File: src/rtl/fft_pkg.sv
// Shared constants for the radix-2 FFT datapath: Q2.12 twiddle format and
// the serializer state encoding.
package fft_pkg;

  localparam int TW_W     = 14;
  localparam int TW_FRAC  = 12;
  localparam int TW_ROUND = 2048;

  typedef enum logic {
    IDLE   = 1'b0,
    EMIT_Y = 1'b1
  } ser_state_t;

endpackage

File: src/rtl/cmult_tw.sv
// Two-stage complex multiply B * (cos - j*sin) with round-half-up back to
// sample scale; A and valid ride alongside so they stay aligned with BW.
module cmult_tw
  import fft_pkg::*;
#(
  parameter int bit_width = 16
) (
  input  logic                        clk,
  input  logic                        rst_n,
  input  logic                        in_valid,
  input  logic signed [bit_width-1:0] a_re,
  input  logic signed [bit_width-1:0] a_im,
  input  logic signed [bit_width-1:0] b_re,
  input  logic signed [bit_width-1:0] b_im,
  input  logic signed [TW_W-1:0]      cos_data,
  input  logic signed [TW_W-1:0]      sin_data,
  output logic                        out_valid,
  output logic signed [bit_width-1:0] a_re_d,
  output logic signed [bit_width-1:0] a_im_d,
  output logic signed [bit_width+1:0] bw_re,
  output logic signed [bit_width+1:0] bw_im
);

  localparam int PW   = bit_width + TW_W;
  localparam int SW   = PW + 2;
  localparam int BW_W = bit_width + 2;

  logic signed [PW-1:0]        rc_p1, is_p1, ic_p1, rs_p1;
  logic signed [bit_width-1:0] a_re_p1, a_im_p1;
  logic                        vld_p1;

  logic signed [SW-1:0]        sum_re, sum_im;
  logic signed [BW_W-1:0]      bw_re_p2, bw_im_p2;
  logic signed [bit_width-1:0] a_re_p2, a_im_p2;
  logic                        vld_p2;

  // Stage 1: four full-precision partial products
  always_ff @(posedge clk) begin
    rc_p1   <= PW'(b_re) * PW'(cos_data);
    is_p1   <= PW'(b_im) * PW'(sin_data);
    ic_p1   <= PW'(b_im) * PW'(cos_data);
    rs_p1   <= PW'(b_re) * PW'(sin_data);
    a_re_p1 <= a_re;
    a_im_p1 <= a_im;
  end

  always_ff @(posedge clk or negedge rst_n) begin
    if (!rst_n) vld_p1 <= 1'b0;
    else        vld_p1 <= in_valid;
  end

  // Stage 2: combine products, round half up, drop the Q12 fraction
  always_comb begin
    sum_re = SW'(rc_p1) + SW'(is_p1) + SW'(TW_ROUND);
    sum_im = SW'(ic_p1) - SW'(rs_p1) + SW'(TW_ROUND);
  end

  always_ff @(posedge clk) begin
    bw_re_p2 <= BW_W'(sum_re >>> TW_FRAC);
    bw_im_p2 <= BW_W'(sum_im >>> TW_FRAC);
    a_re_p2  <= a_re_p1;
    a_im_p2  <= a_im_p1;
  end

  always_ff @(posedge clk or negedge rst_n) begin
    if (!rst_n) vld_p2 <= 1'b0;
    else        vld_p2 <= vld_p1;
  end

  assign out_valid = vld_p2;
  assign a_re_d    = a_re_p2;
  assign a_im_d    = a_im_p2;
  assign bw_re     = bw_re_p2;
  assign bw_im     = bw_im_p2;

endmodule

File: src/rtl/dit_butterfly.sv
// Radix-2 decimation-in-time butterfly: X = A + B*W, Y = A - B*W, emitted
// serially (X then Y) on one output port with optional divide-by-2 scaling.
module dit_butterfly
  import fft_pkg::*;
#(
  parameter int bit_width = 16,
  parameter int SCALE     = 0
) (
  input  logic                        clk,
  input  logic                        rst_n,
  input  logic signed [bit_width-1:0] Re_a,
  input  logic signed [bit_width-1:0] Im_a,
  input  logic signed [bit_width-1:0] Re_b,
  input  logic signed [bit_width-1:0] Im_b,
  input  logic signed [TW_W-1:0]      cos_data,
  input  logic signed [TW_W-1:0]      sin_data,
  input  logic                        in_valid,
  output logic signed [bit_width-1:0] out_re,
  output logic signed [bit_width-1:0] out_im,
  output logic                        out_valid,
  output logic                        out_first,
  output logic                        overrun
);

  localparam int W3 = bit_width + 3;
  localparam int W4 = bit_width + 4;
  localparam logic signed [W4-1:0] SAT_MAX = W4'((1 << (bit_width - 1)) - 1);
  localparam logic signed [W4-1:0] SAT_MIN = -SAT_MAX - W4'(1);

  function automatic logic signed [bit_width-1:0] sat(input logic signed [W4-1:0] v);
    if (v > SAT_MAX)      return bit_width'(SAT_MAX);
    else if (v < SAT_MIN) return bit_width'(SAT_MIN);
    else                  return bit_width'(v);
  endfunction

  // Optional halving rounds half up before clamping to the port width.
  function automatic logic signed [bit_width-1:0] shape(input logic signed [W3-1:0] v);
    logic signed [W4-1:0] ve;
    ve = W4'(v);
    if (SCALE != 0) ve = (ve + W4'(1)) >>> 1;
    return sat(ve);
  endfunction

  logic                        guard, accept;
  logic signed [bit_width-1:0] a_re_p0, a_im_p0, b_re_p0, b_im_p0;
  logic signed [TW_W-1:0]      cos_p0, sin_p0;
  logic                        vld_p0;

  logic                        vld_p2;
  logic signed [bit_width-1:0] a_re_p2, a_im_p2;
  logic signed [bit_width+1:0] bw_re_p2, bw_im_p2;

  logic signed [W3-1:0]        x_re, x_im, y_re, y_im;
  logic signed [bit_width-1:0] x_re_p3, x_im_p3, y_re_p3, y_im_p3;
  logic                        vld_p3;

  ser_state_t                  state, state_nxt;
  logic signed [bit_width-1:0] y_re_hold, y_im_hold;
  logic signed [bit_width-1:0] out_re_nxt, out_im_nxt;
  logic                        out_valid_nxt, out_first_nxt, load_y;

  // A pair is refused in the cycle right after an accepted one; the refusal is remembered.
  assign accept = in_valid & ~guard;

  always_ff @(posedge clk or negedge rst_n) begin
    if (!rst_n) begin
      guard   <= 1'b0;
      overrun <= 1'b0;
      vld_p0  <= 1'b0;
    end else begin
      guard   <= accept;
      overrun <= overrun | (in_valid & guard);
      vld_p0  <= accept;
    end
  end

  // Stage 0: capture accepted inputs
  always_ff @(posedge clk) begin
    if (accept) begin
      a_re_p0 <= Re_a;
      a_im_p0 <= Im_a;
      b_re_p0 <= Re_b;
      b_im_p0 <= Im_b;
      cos_p0  <= cos_data;
      sin_p0  <= sin_data;
    end
  end

  cmult_tw #(
    .bit_width(bit_width)
  ) u_cmult (
    .clk      (clk),
    .rst_n    (rst_n),
    .in_valid (vld_p0),
    .a_re     (a_re_p0),
    .a_im     (a_im_p0),
    .b_re     (b_re_p0),
    .b_im     (b_im_p0),
    .cos_data (cos_p0),
    .sin_data (sin_p0),
    .out_valid(vld_p2),
    .a_re_d   (a_re_p2),
    .a_im_d   (a_im_p2),
    .bw_re    (bw_re_p2),
    .bw_im    (bw_im_p2)
  );

  // Stage 3: sum/difference legs at full width, then scale or saturate
  always_comb begin
    x_re = W3'(a_re_p2) + W3'(bw_re_p2);
    x_im = W3'(a_im_p2) + W3'(bw_im_p2);
    y_re = W3'(a_re_p2) - W3'(bw_re_p2);
    y_im = W3'(a_im_p2) - W3'(bw_im_p2);
  end

  always_ff @(posedge clk) begin
    x_re_p3 <= shape(x_re);
    x_im_p3 <= shape(x_im);
    y_re_p3 <= shape(y_re);
    y_im_p3 <= shape(y_im);
  end

  always_ff @(posedge clk or negedge rst_n) begin
    if (!rst_n) vld_p3 <= 1'b0;
    else        vld_p3 <= vld_p2;
  end

  // Serializer: X goes out immediately, Y follows from the hold register
  always_ff @(posedge clk or negedge rst_n) begin
    if (!rst_n) state <= IDLE;
    else        state <= state_nxt;
  end

  always_comb begin
    state_nxt = state;
    case (state)
      IDLE:    if (vld_p3) state_nxt = EMIT_Y;
      EMIT_Y:  state_nxt = IDLE;
      default: state_nxt = IDLE;
    endcase
  end

  always_comb begin
    out_re_nxt    = out_re;
    out_im_nxt    = out_im;
    out_valid_nxt = 1'b0;
    out_first_nxt = 1'b0;
    load_y        = 1'b0;
    case (state)
      IDLE: begin
        if (vld_p3) begin
          out_re_nxt    = x_re_p3;
          out_im_nxt    = x_im_p3;
          out_valid_nxt = 1'b1;
          out_first_nxt = 1'b1;
          load_y        = 1'b1;
        end
      end
      EMIT_Y: begin
        out_re_nxt    = y_re_hold;
        out_im_nxt    = y_im_hold;
        out_valid_nxt = 1'b1;
      end
      default: ;
    endcase
  end

  always_ff @(posedge clk) begin
    if (load_y) begin
      y_re_hold <= y_re_p3;
      y_im_hold <= y_im_p3;
    end
  end

  always_ff @(posedge clk or negedge rst_n) begin
    if (!rst_n) begin
      out_re    <= '0;
      out_im    <= '0;
      out_valid <= 1'b0;
      out_first <= 1'b0;
    end else begin
      out_re    <= out_re_nxt;
      out_im    <= out_im_nxt;
      out_valid <= out_valid_nxt;
      out_first <= out_first_nxt;
    end
  end

endmodule

File: config.mk
export PLATFORM = sky130hd
export DESIGN_NAME = dit_butterfly
export DESIGN_NICKNAME = d
export VERILOG_FILES = /design/src/rtl/fft_pkg.sv /design/src/rtl/cmult_tw.sv /design/src/rtl/dit_butterfly.sv
export SDC_FILE = /design/constraint.sdc
export NUM_CORES = 2
export LEC_CHECK = 0
export BUFFER_PORTS_ARGS = -buffer_cell sky130_fd_sc_hd__buf_2
export CORE_MARGIN = 2
export CORE_UTILIZATION = 35
export DETAILED_ROUTE_END_ITERATION = 8
export PLACE_DENSITY = 0.47
export SLEW_MARGIN = 20
export SYNTH_ARGS = -nofsm -noshare
export SYNTH_HDL_FRONTEND = slang
export SYNTH_SLANG_ARGS = --single-unit
File: constraint.sdc
create_clock -name clk -period 12.3 [get_ports clk]
set_clock_uncertainty 0.2 [all_clocks]
set_input_delay 0 -clock clk [delete_from_list [all_inputs] [get_ports clk]]
set_output_delay 0 -clock clk [all_outputs]
set_load 0.01 [all_outputs]
==> impl_metrics.py <==
metrics = {
    "status": {
        "status": "finished, final reports clean",
    },
    "timing": {
        "finalCritPeriodShare": 0.615,
        "hold_violations": 0,
        "tightest_slew_ns": 1.04,
        "timing.fmax_ghz": 0.132,
        "drv_slew": 0,
        "setup_viol": 0,
        "rsz0062_at_grt": "no",
        "whs_ns": 0.127,
        "tns_ns": 0,
        "slew_headroom": 0.304,
        "min_period_ns": 7.56,
    },
    "global_routing": {
        "grt_pass1_wl_mm": 215,
        "first_global_vias": 38000,
        "grt-ovfl-total": 0,
        "antenna_found_initial": 7,
        "grt_max_degree": 68,
        "grtUsageTotal": 0.183,
    },
    "yosys": {
        "synth-compound-area-share": 0.0765,
        "synth_flop_cell": "dfxtp_1",
        "synth-simple-area-share": 0.130,
        "synthAdderAreaFrac": 0.454,
        "synth-xor-area-share": 0.0351,
        "synth_cell_types": 85,
        "yosysWarnings": 0,
        "syn_inst": 5282,
        "synthesis.nets": 6723,
        "synth-seq-cells": 447,
        "muxShareOfSynthArea": 0.00684,
        "postSynthAreaPerCell_um2": 9.77,
        "synth_edf_count": 124,
        "synth_top_family_by_area": "adder cells",
        "synth-async-reset-ratio": 0.0872,
        "syn_area_um2": 51600,
        "seq_area_frac_synth": 0.201,
    },
    "detailed_routing": {
        "drt_iter0_markers": 1698,
        "vias": 35300,
        "wl_per_cell_um": 17.9,
        "dr_wl_met2_mm": 65.8,
        "first_pass_iters": 6,
        "drt-met1-wl_mm": 59.9,
        "wl_met3_mm": 4.35,
        "remaining_drc_errors": 0,
        "ant_nets": 0,
        "wl_mm": 133,
        "highest_layer": "met4",
        "viasPerCell": 4.73,
    },
    "critical_path": {
        "critical_path.endpoint_type": "flip-flop",
        "cp_slowest_cell": "a2111oi_0",
        "path_common_cell": "fa_1",
        "cp_max_fo": 16,
        "startpoint_type": "flip-flop",
        "crit_type": "reg2reg",
        "slowest_delay_ns": 0.75,
        "arrival_ns": 7.85,
        "worstPathRequired_ns": 12.59,
        "cp_cell_sequence": "buf_4 -> nand2_1 -> fa_1 -> inv_1 -> fa_1 -> fa_1 -> fa_1 -> fa_1 -> inv_1 -> fa_1 -> inv_1 -> ha_1 -> a21oi_1 -> o21ai_0 -> a21oi_1 -> a211oi_1 -> or2_2 -> a2111oi_0 -> nor3_1 -> o311ai_0",
    },
    "worst_hold_path": {
        "hp-class": "reg2reg",
    },
    "flow_run": {
        "cap_violations": 0,
    },
    "finish": {
        "fillers": 14600,
        "postLayoutCoreUtil": 0.399,
        "final_net_count": 6939,
        "areaGrowthSynthToFinish_pct": 13.0,
        "drive_above_1_share": 0.0615,
    },
    "cts": {
        "clock_latency_ns": 0.69,
        "cts_buffer_depth": 3,
        "path_clk_slew_ns": 0.06,
        "clock_sinks": 447,
        "cts_tree": "done",
        "cts_setup_buffers": 0,
        "cts-htree-levels": 2,
        "cts_buffers": 59,
        "clock-root-buffer": "clkbuf_16",
    },
    "die": {
        "row_count": 140,
        "core-area_um2": 146000,
        "die_area_um2": 151000,
        "die_h_um": 388,
        "start_util": 0.353,
        "io_pins": 130,
        "die_w_um": 388,
    },
    "placed_design": {
        "gp_congestion": 0.825,
        "place_hpwl_mm": 104,
        "io_buffers": 129,
    },
}
-- layout by cell type, fill, tap and decap left out, types with 129 or more instances in the layout --
cell type / instances
fa_1: 880
dlygate4sd3_1: 188
ha_1: 466
buf_2: 129
nor2_1: 177
and2_1: 458
a21oi_1: 148
dfxtp_1: 284
xnor2_1: 157
inv_1: 1084
o21ai_0: 144
nand2_1: 473
-- what timing repair did --
item	4_1_cts	5_1_grt
hold buffers	189	0
hold endpoints to repair	160	0
gates resized for setup	0	0
-- Yosys cell counts (16+ instances only) --
library cell	n	area (um2)
a21o_1	87	653
nor3_1	47	235
inv_1	1084	4070
nor2_1	177	664
a21oi_1	148	741
fa_1	880	17600
edfxtp_1	124	3720
o21bai_1	28	210
ha_1	466	5830
a211oi_1	21	158
xnor2_1	157	1380
dfxtp_1	284	5690
mux2i_1	33	330
nor2b_1	29	181
nand2b_1	48	300
nand3_1	30	150
nand4_1	16	100
dfrtp_1	39	976
o21a_1	28	210
xor2_1	50	438
nand2_1	473	1780
and2_1	458	2870
o21ai_0	144	721
clkbuf_1	203	762
-- metrics by stage --
| step | cell area, um2 | worst slack (ns) | std cells |
|---|---|---|---|
| 3_5_place_dp | 54300 | 4.68 | 7164 |
| 5_1_grt | 58300 | 4.47 | 7466 |
| 2_1_floorplan | 51600 | 5.73 | 5282 |
| 6_report | 58300 | 4.74 | 7468 |
| 3_3_place_gp | 54300 | 4.63 | 7164 |
| 4_1_cts | 58300 | 4.68 | 7465 |
-- critical path, delay by kind of cell (launching register included) --
family | cells | cell delay [ns]
DFF | 1 | 0.65
AOI/OAI and AO/OA | 6 | 2.21
buffers and inverters | 4 | 0.48
adders and majority gates | 7 | 3.16
and+or+nand+nor | 3 | 0.69
-- kinds of logic (layout without fill, tap and decap cells) --
kind of cell,Yosys count,in the layout
adder cells (fa/ha/maj),1346,1346
AND/OR/NAND/NOR,1339,1339
buffers and inverters,1310,1577
AO/OA/AOI/OAI,598,598
flip-flops,447,447
XOR/XNOR,207,207
multiplexers,35,35
other,0,2
-- routing by layer --
metal  vias up  GRT usage
met3       127     0.0184
li1      16700          -
met5         -          0
met4         0     0.0459
met1     17900      0.242
met2       551      0.319
-- flip-flops by register name, indices dropped and copies added (netlist names), 18 cells and up --
name and cells:
u_cmult.ic_p1 30, u_cmult.bw_re 18, u_cmult.is_p1 30, u_cmult.rc_p1 30, u_cmult.rs_p1 30, u_cmult.bw_im 18
-- layout make-up --
type | count | area [um2] | share of cell area
antenna | 2 | 5.00 | 0.0000858
clock buffer | 69 | 1640 | 0.0282
clock inverter | 43 | 490 | 0.00841
inverter | 1084 | 4070 | 0.0698
multi-input combinational | 3525 | 36300 | 0.622
sequential | 447 | 10400 | 0.178
tap | 1917 | 2400 | 0.0411
timing repair buffer | 381 | 3030 | 0.0519
-- final timing paths --
path                                      from                  to  slack [ns]  depth (start not counted)
max                                 b_re_p0[4]   u_cmult.rc_p1[28]        4.74                         20
min                        u_cmult.a_re_p1[15]  u_cmult.a_re_d[15]        0.13                          0
max reg2reg                         b_re_p0[4]   u_cmult.rc_p1[28]        4.74                         20
min reg2reg                u_cmult.a_re_p1[15]  u_cmult.a_re_d[15]        0.13                          0
max in group asynchronous                rst_n              vld_p3       11.49                          4
min in group asynchronous                rst_n          out_re[13]        0.18                          4
Power is not shown: default switching activity piles up to over one toggle a cycle in this logic, so the estimate is an artifact.
